## src/rtl/pipe_hazard_ctrl_pkg.sv

```systemverilog
// Shared types and default sizes for the pipeline stall/flush sequencer.
// Imported by the top and by the in-flight destination scoreboard.
package pipe_hazard_ctrl_pkg;

    typedef enum logic {
        ST_RUN      = 1'b0,
        ST_MEM_WAIT = 1'b1
    } state_t;

    localparam int RF_AW_DEF  = 5;
    localparam int PERF_W_DEF = 32;
    localparam int N_SLOTS    = 3;

endpackage

```

## src/rtl/pipe_hazard_ctrl_scoreboard.sv

```systemverilog
// Purpose: shadow of EX/MEM/WB destination registers; flags RAW hazards for the ID instruction.
// Latency: o_match is combinational; slots shift on posedge. Backpressure: i_hold freezes all slots.
module pipe_hazard_ctrl_scoreboard
    import pipe_hazard_ctrl_pkg::*;
#(
    parameter int RF_AW = RF_AW_DEF
) (
    input  logic             i_clk,
    input  logic             i_rst,
    input  logic             i_hold,
    input  logic             i_bubble,
    input  logic             i_ds_valid,
    input  logic             i_ds_we,
    input  logic [RF_AW-1:0] i_ds_rd,
    input  logic [RF_AW-1:0] i_ds_rs1,
    input  logic [RF_AW-1:0] i_ds_rs2,
    input  logic             i_ds_rs1_used,
    input  logic             i_ds_rs2_used,
    output logic             o_match
);

    // Slot 0 = EX, 1 = MEM, 2 = WB.
    logic [N_SLOTS-1:0] r_we;
    logic [RF_AW-1:0]   r_rd [N_SLOTS];

    logic             w_hit;
    logic             w_new_we;
    logic [RF_AW-1:0] w_new_rd;

    always_comb begin
        w_hit = 1'b0;
        for (int s = 0; s < N_SLOTS; s++) begin
            if (r_we[s] && (r_rd[s] != '0)) begin
                if ((i_ds_rs1_used && (i_ds_rs1 == r_rd[s])) ||
                    (i_ds_rs2_used && (i_ds_rs2 == r_rd[s]))) begin
                    w_hit = 1'b1;
                end
            end
        end
        o_match = i_ds_valid & w_hit;
    end

    // x0 never enters the shadow, so it can never cause an interlock later.
    always_comb begin
        w_new_we = ~i_bubble & i_ds_valid & i_ds_we & (i_ds_rd != '0);
        w_new_rd = w_new_we ? i_ds_rd : '0;
    end

    always_ff @(posedge i_clk or posedge i_rst) begin
        if (i_rst) begin
            r_we <= '0;
            for (int s = 0; s < N_SLOTS; s++) begin
                r_rd[s] <= '0;
            end
        end else if (!i_hold) begin
            r_we[0] <= w_new_we;
            r_rd[0] <= w_new_rd;
            for (int s = 1; s < N_SLOTS; s++) begin
                r_we[s] <= r_we[s-1];
                r_rd[s] <= r_rd[s-1];
            end
        end
    end

endmodule

```

## src/rtl/pipe_hazard_ctrl.sv

```systemverilog
// Purpose: stall/flush/freeze sequencer for a 5-stage pipe with RAW interlock and stall counter.
// Latency: control outputs are combinational (zero cycles). Backpressure: dmem wait freezes the pipe.
module pipe_hazard_ctrl
    import pipe_hazard_ctrl_pkg::*;
#(
    parameter int PERF_W = PERF_W_DEF,
    parameter int RF_AW  = RF_AW_DEF
) (
    input  logic              i_clk,
    input  logic              i_rst,
    input  logic              i_ds_valid,
    input  logic [RF_AW-1:0]  i_ds_rs1,
    input  logic [RF_AW-1:0]  i_ds_rs2,
    input  logic              i_ds_rs1_used,
    input  logic              i_ds_rs2_used,
    input  logic [RF_AW-1:0]  i_ds_rd,
    input  logic              i_ds_we,
    input  logic              i_ds_branch_taken,
    input  logic              i_ms_mem_req,
    input  logic              i_dmem_ready,
    output logic              o_pc_stall,
    output logic              o_fs_ds_stall,
    output logic              o_fs_ds_flush,
    output logic              o_ds_es_bubble,
    output logic              o_pipe_freeze,
    output logic [PERF_W-1:0] o_stall_cnt
);

    state_t            r_state;
    logic [PERF_W-1:0] r_stall_cnt;

    logic w_mwait;
    logic w_haz;
    logic w_run;

    // While reset is held every control output reads 0 regardless of inputs.
    assign w_run = ~i_rst;

    always_comb begin
        if (r_state == ST_RUN) begin
            w_mwait = i_ms_mem_req & ~i_dmem_ready;
        end else begin
            w_mwait = ~i_dmem_ready;
        end
    end

    pipe_hazard_ctrl_scoreboard #(
        .RF_AW (RF_AW)
    ) u_scoreboard (
        .i_clk         (i_clk),
        .i_rst         (i_rst),
        .i_hold        (w_mwait),
        .i_bubble      (w_haz),
        .i_ds_valid    (i_ds_valid),
        .i_ds_we       (i_ds_we),
        .i_ds_rd       (i_ds_rd),
        .i_ds_rs1      (i_ds_rs1),
        .i_ds_rs2      (i_ds_rs2),
        .i_ds_rs1_used (i_ds_rs1_used),
        .i_ds_rs2_used (i_ds_rs2_used),
        .o_match       (w_haz)
    );

    // Priority: memory wait, then RAW interlock, then taken branch.
    always_comb begin
        o_pipe_freeze  = w_run & w_mwait;
        o_pc_stall     = w_run & (w_mwait | w_haz);
        o_fs_ds_stall  = w_run & (w_mwait | w_haz);
        o_ds_es_bubble = w_run & ~w_mwait & w_haz;
        o_fs_ds_flush  = w_run & ~w_mwait & ~w_haz & i_ds_branch_taken;
        o_stall_cnt    = r_stall_cnt;
    end

    always_ff @(posedge i_clk or posedge i_rst) begin
        if (i_rst) begin
            r_state <= ST_RUN;
        end else begin
            case (r_state)
                ST_RUN:      if (w_mwait)      r_state <= ST_MEM_WAIT;
                ST_MEM_WAIT: if (i_dmem_ready) r_state <= ST_RUN;
                default:                       r_state <= ST_RUN;
            endcase
        end
    end

    always_ff @(posedge i_clk or posedge i_rst) begin
        if (i_rst) begin
            r_stall_cnt <= '0;
        end else if (o_pc_stall && (r_stall_cnt != '1)) begin
            r_stall_cnt <= r_stall_cnt + 1'b1;
        end
    end

endmodule

```

## config.mk

```make
export PLATFORM = sky130hd
export DESIGN_NAME = pipe_hazard_ctrl
export DESIGN_NICKNAME = d
export VERILOG_FILES = /design/src/rtl/pipe_hazard_ctrl_pkg.sv /design/src/rtl/pipe_hazard_ctrl_scoreboard.sv /design/src/rtl/pipe_hazard_ctrl.sv
export SDC_FILE = /design/constraint.sdc
export NUM_CORES = 1
export LEC_CHECK = 0
export BUFFER_PORTS_ARGS = -buffer_cell sky130_fd_sc_hd__buf_2
export CELL_PAD_IN_SITES_DETAIL_PLACEMENT = 0
export CELL_PAD_IN_SITES_GLOBAL_PLACEMENT = 2
export CORE_MARGIN = 2
export CORE_UTILIZATION = 36
export CTS_BUF_LIST = sky130_fd_sc_hd__clkbuf_8 sky130_fd_sc_hd__clkbuf_16
export CTS_CLUSTER_DIAMETER = 80
export CTS_CLUSTER_SIZE = 30
export DETAILED_ROUTE_END_ITERATION = 7
export GPL_TIMING_DRIVEN = 0
export PLACE_DENSITY_LB_ADDON = 0.05
export SETUP_SLACK_MARGIN = 0.4
export SYNTH_ARGS = -nofsm -noshare
export SYNTH_HDL_FRONTEND = slang
export SYNTH_SLANG_ARGS = --single-unit
```

## constraint.sdc

```tcl
create_clock -name i_clk -period 5.1 [get_ports i_clk]
set_input_delay 0.51 -clock i_clk [delete_from_list [all_inputs] [get_ports i_clk]]
set_output_delay 0.51 -clock i_clk [all_outputs]
set_load 0.1 [all_outputs]
```

==> results.sh, run 1 <==
export IMPL_status="complete, no violations"
export IMPL_clk_root_buffer_cell="clkbuf_8"
export IMPL_synthArstFlopShare_pct=100
export IMPL_postSynthCellCount=263
export IMPL_cts_tree="built"
export IMPL_clkPwrFrac_pct=23.3
export IMPL_dp_cells=423
export IMPL_antenna_found_initial=0
export IMPL_holdWs_ps=218
export IMPL_rr_worst_depth=9
export IMPL_syn2layout_area_growth_pct=20.1
export IMPL_cts_resized_gates=0
export IMPL_tightest_slew_ps=673
export IMPL_place_area_sq_um=3130
export IMPL_setup_worst_path_start_class="register"
export IMPL_pin_count=61
export IMPL_max_freq_mhz=322
export IMPL_powerDensity_nw_per_um2=329
export IMPL_hold_viol_final=0
export IMPL_grt_total_usage_pct=17.5
export IMPL_hp_class="primary input to async pin"
export IMPL_setup_viol=0
export IMPL_synth_main_ff_cell="dfrtp_1"
export IMPL_intPower_uw=626
export IMPL_routedWlPerCell_microns=15.7
export IMPL_num_rows=31
export IMPL_vias=2119
export IMPL_core_area_sq_um=7250
export IMPL_io_buffers=60
export IMPL_worstSkewPairLatency_ps=300
export IMPL_min_period_ps=3110
export IMPL_crit_required_ps=4590
export IMPL_cpPeakStageDelay_ps=700
export IMPL_path_cells="or4_2 > o221ai_2 > a21bo_2 > and4_2 > buf_2"
export IMPL_period_share_pct=61.0
export IMPL_max_slew_margin_pct=54.7
export IMPL_synthesis_nets=288
export IMPL_skew_ps=11.5
export IMPL_layout_cells_non_filler=431
export IMPL_grt_pass1_vias=2182
export IMPL_postCtsHoldBufs=0
export IMPL_drive_above_1_share_pct=26.5
export IMPL_rrSetupSlack_ps=2550
export IMPL_crit_start="u_scoreboard.r_rd[11]"
export IMPL_drc_errors=0
export IMPL_dieArea_sq_um=8160
export IMPL_synth_edf_count=0
export IMPL_ys_seq_elements=51
export IMPL_grt_pass1_wl_microns=11400
export IMPL_num_antenna_cells=0
export IMPL_initial_utilization_pct=37.0
export IMPL_synth_top_area_share_pct=47.6
export IMPL_syn_area_per_cell_sq_um=10.2
export IMPL_critPathArrivalTime_ps=2600
export IMPL_slew_violations=0
export IMPL_final_setup_worst_slack_ps=1990
export IMPL_r2r_end="o_stall_cnt[13]"
export IMPL_layout_commonest_cell="buf_2"
export IMPL_die_x_microns=90.3
export IMPL_yosys_area_top_type="dfrtp_1"
export IMPL_antenna_left=0
export IMPL_postLayoutCellArea_sq_um=3220
export IMPL_seqPwrFrac_pct=44.8
export IMPL_htreeDepth=2
export IMPL_post_cts_buffers=0
export IMPL_nets=356
export IMPL_fp_dieH_microns=90.3
export IMPL_routed_wl_microns=6750
export IMPL_grt_overflow=0
export IMPL_clk_path_buf_depth=2
export IMPL_yosysSeqAreaShare_pct=47.6
export IMPL_endpoint="o_fs_ds_flush"
export IMPL_cts_buffers=5
export IMPL_vdd_drop_max_mv=0.421
export IMPL_synth_area_leaders="dfrtp_1, xnor2_1, nand2_1"
export IMPL_switching_share_pct=40.9
export IMPL_timing_setup_tns_ps=0
export IMPL_dpl_hpwl_microns=4910
export IMPL_cp_end_kind="output pin"
export IMPL_drv_cap=0
export IMPL_post_place_ws_ps=2190
export IMPL_total_power_mw=1.06
export IMPL_synth_cell_types=37
export IMPL_path_max_fanout=5
export IMPL_path_class="register to output pin"
export IMPL_viasPerCell=4.92
export IMPL_switchingPower_uw=434
export IMPL_drtIter0Drc=93
export IMPL_p_leak_nw=1.59
export IMPL_utilization_pct=44.4
export IMPL_slowest_stage="or4_2"
export IMPL_p_comb_share_pct=31.9
export IMPL_yosys_warnings=0
export IMPL_reg2reg_from="u_scoreboard.r_rd[12]"
export IMPL_place_gp_congestion=0.896
export IMPL_synth_area_sq_um=2680
export IMPL_clk_pin_slew_ps=90
export IMPL_dr_pass1_iters=4
export IMPL_grt_start_max_net_pins=39
export IMPL_rsz0062_at_grt="no"
export IMPL_cts_sinks=51
export IMPL_final_cell_mix="buf_2, xnor2_1, dfrtp_1, nand2_1"
[sequential cells by signal, indices dropped and copies added (netlist names)]
| register | cells |
|---|---|
| o_stall_cnt | 32 |
| u_scoreboard.r_rd | 15 |
| u_scoreboard.r_we | 3 |
| r_state | 1 |
[how the worst min path moves through the flow]
stage | end | from
2_1_floorplan | u_scoreboard.r_we[2] | u_scoreboard.r_we[2]
3_3_place_gp | u_scoreboard.r_we[2] | u_scoreboard.r_we[2]
3_5_place_dp | u_scoreboard.r_we[2] | u_scoreboard.r_we[2]
4_1_cts | o_stall_cnt[27] | i_rst
5_1_grt | o_stall_cnt[27] | i_rst
6_report | o_stall_cnt[27] | i_rst
[final cells by class]
class / count / area, sq um
Clock buffer: 6 / 82.6
Tap cell: 99 / 124
Multi-Input combinational cell: 199 / 1320
Inverter: 2 / 7.51
Fill cell: 734 / 4030
Buffer: 11 / 77.6
Clock inverter: 2 / 12.5
Sequential cell: 51 / 1280
Timing Repair Buffer: 61 / 320
[per-layer routing]
metal  global-route usage (%)  part of all wire, %  up-vias
li1                         -                    -     1038
met1                     22.0                   45     1026
met2                     30.1                   49       46
met3                     3.92                  4.5        9
met4                     5.00                  1.5        0
met5                        0                    0        -
[power by group through the flow]
stage / logic [mW] / registers, mW / clock network, mW
after floorplan: 0.129 / 0.606 / 0
after global placement: 0.338 / 0.485 / 0
after detailed placement: 0.342 / 0.484 / 0
after CTS: 0.343 / 0.476 / 0.253
after global routing: 0.361 / 0.481 / 0.271
final: 0.338 / 0.475 / 0.247
[worst max-delay path, delay by kind of cell (launching register included)]
kind | cells | cell delay [ps]
AOI/OAI and AO/OA | 2 | 480
buffers and inverters | 1 | 420
DFF | 1 | 480
and+or+nand+nor | 2 | 930
[cells by family (layout without fill, tap and decap cells)]
family	Yosys count	count (layout)	synth area share, %
AND/OR/NAND/NOR	122	122	23.7
XOR/XNOR	61	61	19.9
flip-flops	51	51	47.6
AO/OA/AOI/OAI	14	14	4.80
buffers and inverters	13	82	3.17
adder cells (fa/ha/maj)	1	1	0.466
multiplexers	1	1	0.420
[synth_stat cells (4+ instances only)]
master,instances
nor2_1,4
clkbuf_1,4
and2_1,5
nand3_1,17
buf_6,4
xor2_1,9
nand4_1,17
xnor2_1,52
dfrtp_1,51
a22o_1,4
and3_1,14
nand2_1,47
No activity file was read; power rests on OpenSTA's default activity.
==> run 2, diff against run 1 <==
- CORE_UTILIZATION: 36 -> 33
- clock period: 5.1 -> 2.9 ns (I/O delays scaled with it)
==> run 2 against run 1 <==
Effect of this change:
- global-route usage decreased by 0.80 points
- sequential share of layout area decreased by 3.1 points
- largest power group unchanged
- sequential cell count unchanged
- die area increased by 8.7%
- critical path type unchanged
- critical path depth increased by 1
- largest cell class unchanged
==> results.sh, run 2 (synthesized netlist as in run 1, its figures left out) <==
export IMPL_status="complete, no violations"
export IMPL_layout_commonest_cell="buf_2"
export IMPL_cts_buffers=5
export IMPL_vias=2187
export IMPL_total_power_mw=1.92
export IMPL_grt_pass1_vias=2194
export IMPL_final_setup_worst_slack_ps=279
export IMPL_final_cell_mix="buf_2, xnor2_1, nand2_1, dfrtp_1, dfrtp_2"
export IMPL_grt_pass1_wl_microns=11400
export IMPL_path_class="register to output pin"
export IMPL_viasPerCell=4.86
export IMPL_routedWlPerCell_microns=16.1
export IMPL_cp_end_kind="output pin"
export IMPL_drive_above_1_share_pct=38.5
export IMPL_max_slew_margin_pct=57.6
export IMPL_postLayoutCellArea_sq_um=3570
export IMPL_critPathArrivalTime_ps=2330
export IMPL_reg2reg_from="u_scoreboard.r_rd[10]"
export IMPL_syn2layout_area_growth_pct=33.1
export IMPL_hold_viol_final=0
export IMPL_path_max_fanout=4
export IMPL_core_area_sq_um=7810
export IMPL_powerDensity_nw_per_um2=537
export IMPL_dpl_hpwl_microns=5010
export IMPL_p_leak_nw=1.69
export IMPL_grt_start_max_net_pins=41
export IMPL_max_freq_mhz=382
export IMPL_rrSetupSlack_ps=400
export IMPL_vdd_drop_max_mv=0.873
export IMPL_worstSkewPairLatency_ps=310
export IMPL_crit_required_ps=2610
export IMPL_seqCellArea_sq_um=1310
export IMPL_rsz0062_at_grt="yes"
export IMPL_setup_worst_path_start_class="register"
export IMPL_htreeDepth=2
export IMPL_nFillCells=774
export IMPL_postCtsHoldBufs=0
export IMPL_place_gp_congestion=0.832
export IMPL_cts_sinks=51
export IMPL_dieArea_sq_um=8870
export IMPL_num_rows=32
export IMPL_grt_overflow=0
export IMPL_antenna_found_initial=0
export IMPL_holdWs_ps=7.81
export IMPL_slew_violations=0
export IMPL_period_share_pct=90.4
export IMPL_fp_dieH_microns=94.2
export IMPL_multiInputGateArea_sq_um=1390
export IMPL_nets=372
export IMPL_setup_viol=0
export IMPL_skew_ps=11.0
export IMPL_drc_errors=0
export IMPL_clk_pin_slew_ps=100
export IMPL_cts_tree="built"
export IMPL_hp_class="primary input to async pin"
export IMPL_drtIter0Drc=86
export IMPL_clk_root_buffer_cell="clkbuf_8"
export IMPL_pin_count=61
export IMPL_initial_utilization_pct=34.4
export IMPL_dr_pass1_iters=4
export IMPL_min_period_ps=2620
export IMPL_antenna_left=0
export IMPL_routed_wl_microns=7230
export IMPL_clk_path_buf_depth=2
export IMPL_die_x_microns=94.2
export IMPL_post_place_ws_ps=214
export IMPL_io_buffers=60
export IMPL_grt_total_usage_pct=16.7
export IMPL_r2r_end="o_stall_cnt[1]"
export IMPL_rr_worst_depth=9
export IMPL_largest_reg_flops=32
export IMPL_drv_cap=0
export IMPL_tightest_slew_ps=636
export IMPL_place_area_sq_um=3180
export IMPL_num_antenna_cells=0
-- run 2: changes by cell type in the layout (fill, tap and decap cells not counted), sizes merged --
cell | previous run | this run
buf | 68 | 81
clkinv | 1 | 0
clkbuf | 10 | 12
clkinvlp | 0 | 2
-- run 2: timing repair --
item                                    CTS  global route
endpoints found under the setup margin   36            34
buffers inserted                          9             4
resized for setup                        28             8
gates cloned                              0             3
pin swaps                                11             8
-- run 2: final cells by class --
cell class / instances / share of cell area (%)
Multi-Input combinational cell: 199 / 38.8
Sequential cell: 51 / 36.5
Timing Repair Buffer: 77 / 15.7
Tap cell: 102 / 3.57
Buffer: 11 / 2.59
Clock buffer: 5 / 1.93
Clock inverter: 3 / 0.666
Inverter: 2 / 0.210
-- run 2: worst max-delay path: stages, from the launching register on --
cell     delay (ps)
dfrtp_2         420
or4_1           510
o21a_1          180
a32oi_2         230
a21bo_4         240
and4_4          250
buf_12          170
-- run 2: how the worst max path moves through the flow --
stage	startpoint	endpoint	slack, ps	cells past startpoint
floorplan	u_scoreboard.r_rd[10]	o_pc_stall	250	7
global placement	i_rst	o_fs_ds_flush	-390	4
detailed placement	u_scoreboard.r_rd[9]	o_fs_ds_flush	210	6
CTS	u_scoreboard.r_rd[9]	o_fs_ds_flush	270	6
global route	u_scoreboard.r_rd[10]	o_pc_stall	200	8
finish	u_scoreboard.r_rd[9]	o_fs_ds_flush	280	6
-- run 2: per-stage QoR --
stage,instances,util (%),TNS (ps)
finish,450,45.7,0
global route,450,45.7,0
CTS,443,43.9,0
detailed placement,426,40.7,0
global placement,425,40.5,-393
floorplan,263,-,0
-- run 2: metal layers --
metal / global-route usage [%] / vias up / share of wire, % / wire (microns)
met1: 21.4 / 1044 / 44 / 3160
li1: - / 1075 / - / -
met4: 5.31 / 0 / 2.0 / 143
met3: 3.53 / 12 / 4.6 / 334
met5: 0 / - / 0 / 0
met2: 28.0 / 56 / 50 / 3590
-- run 2: power by group --
group | leakage (nW) | internal, mW | switching, mW
Combinational | 0.993 | 0.179 | 0.471
Clock | 0.0408 | 0.173 | 0.255
Sequential | 0.658 | 0.770 | 0.0703
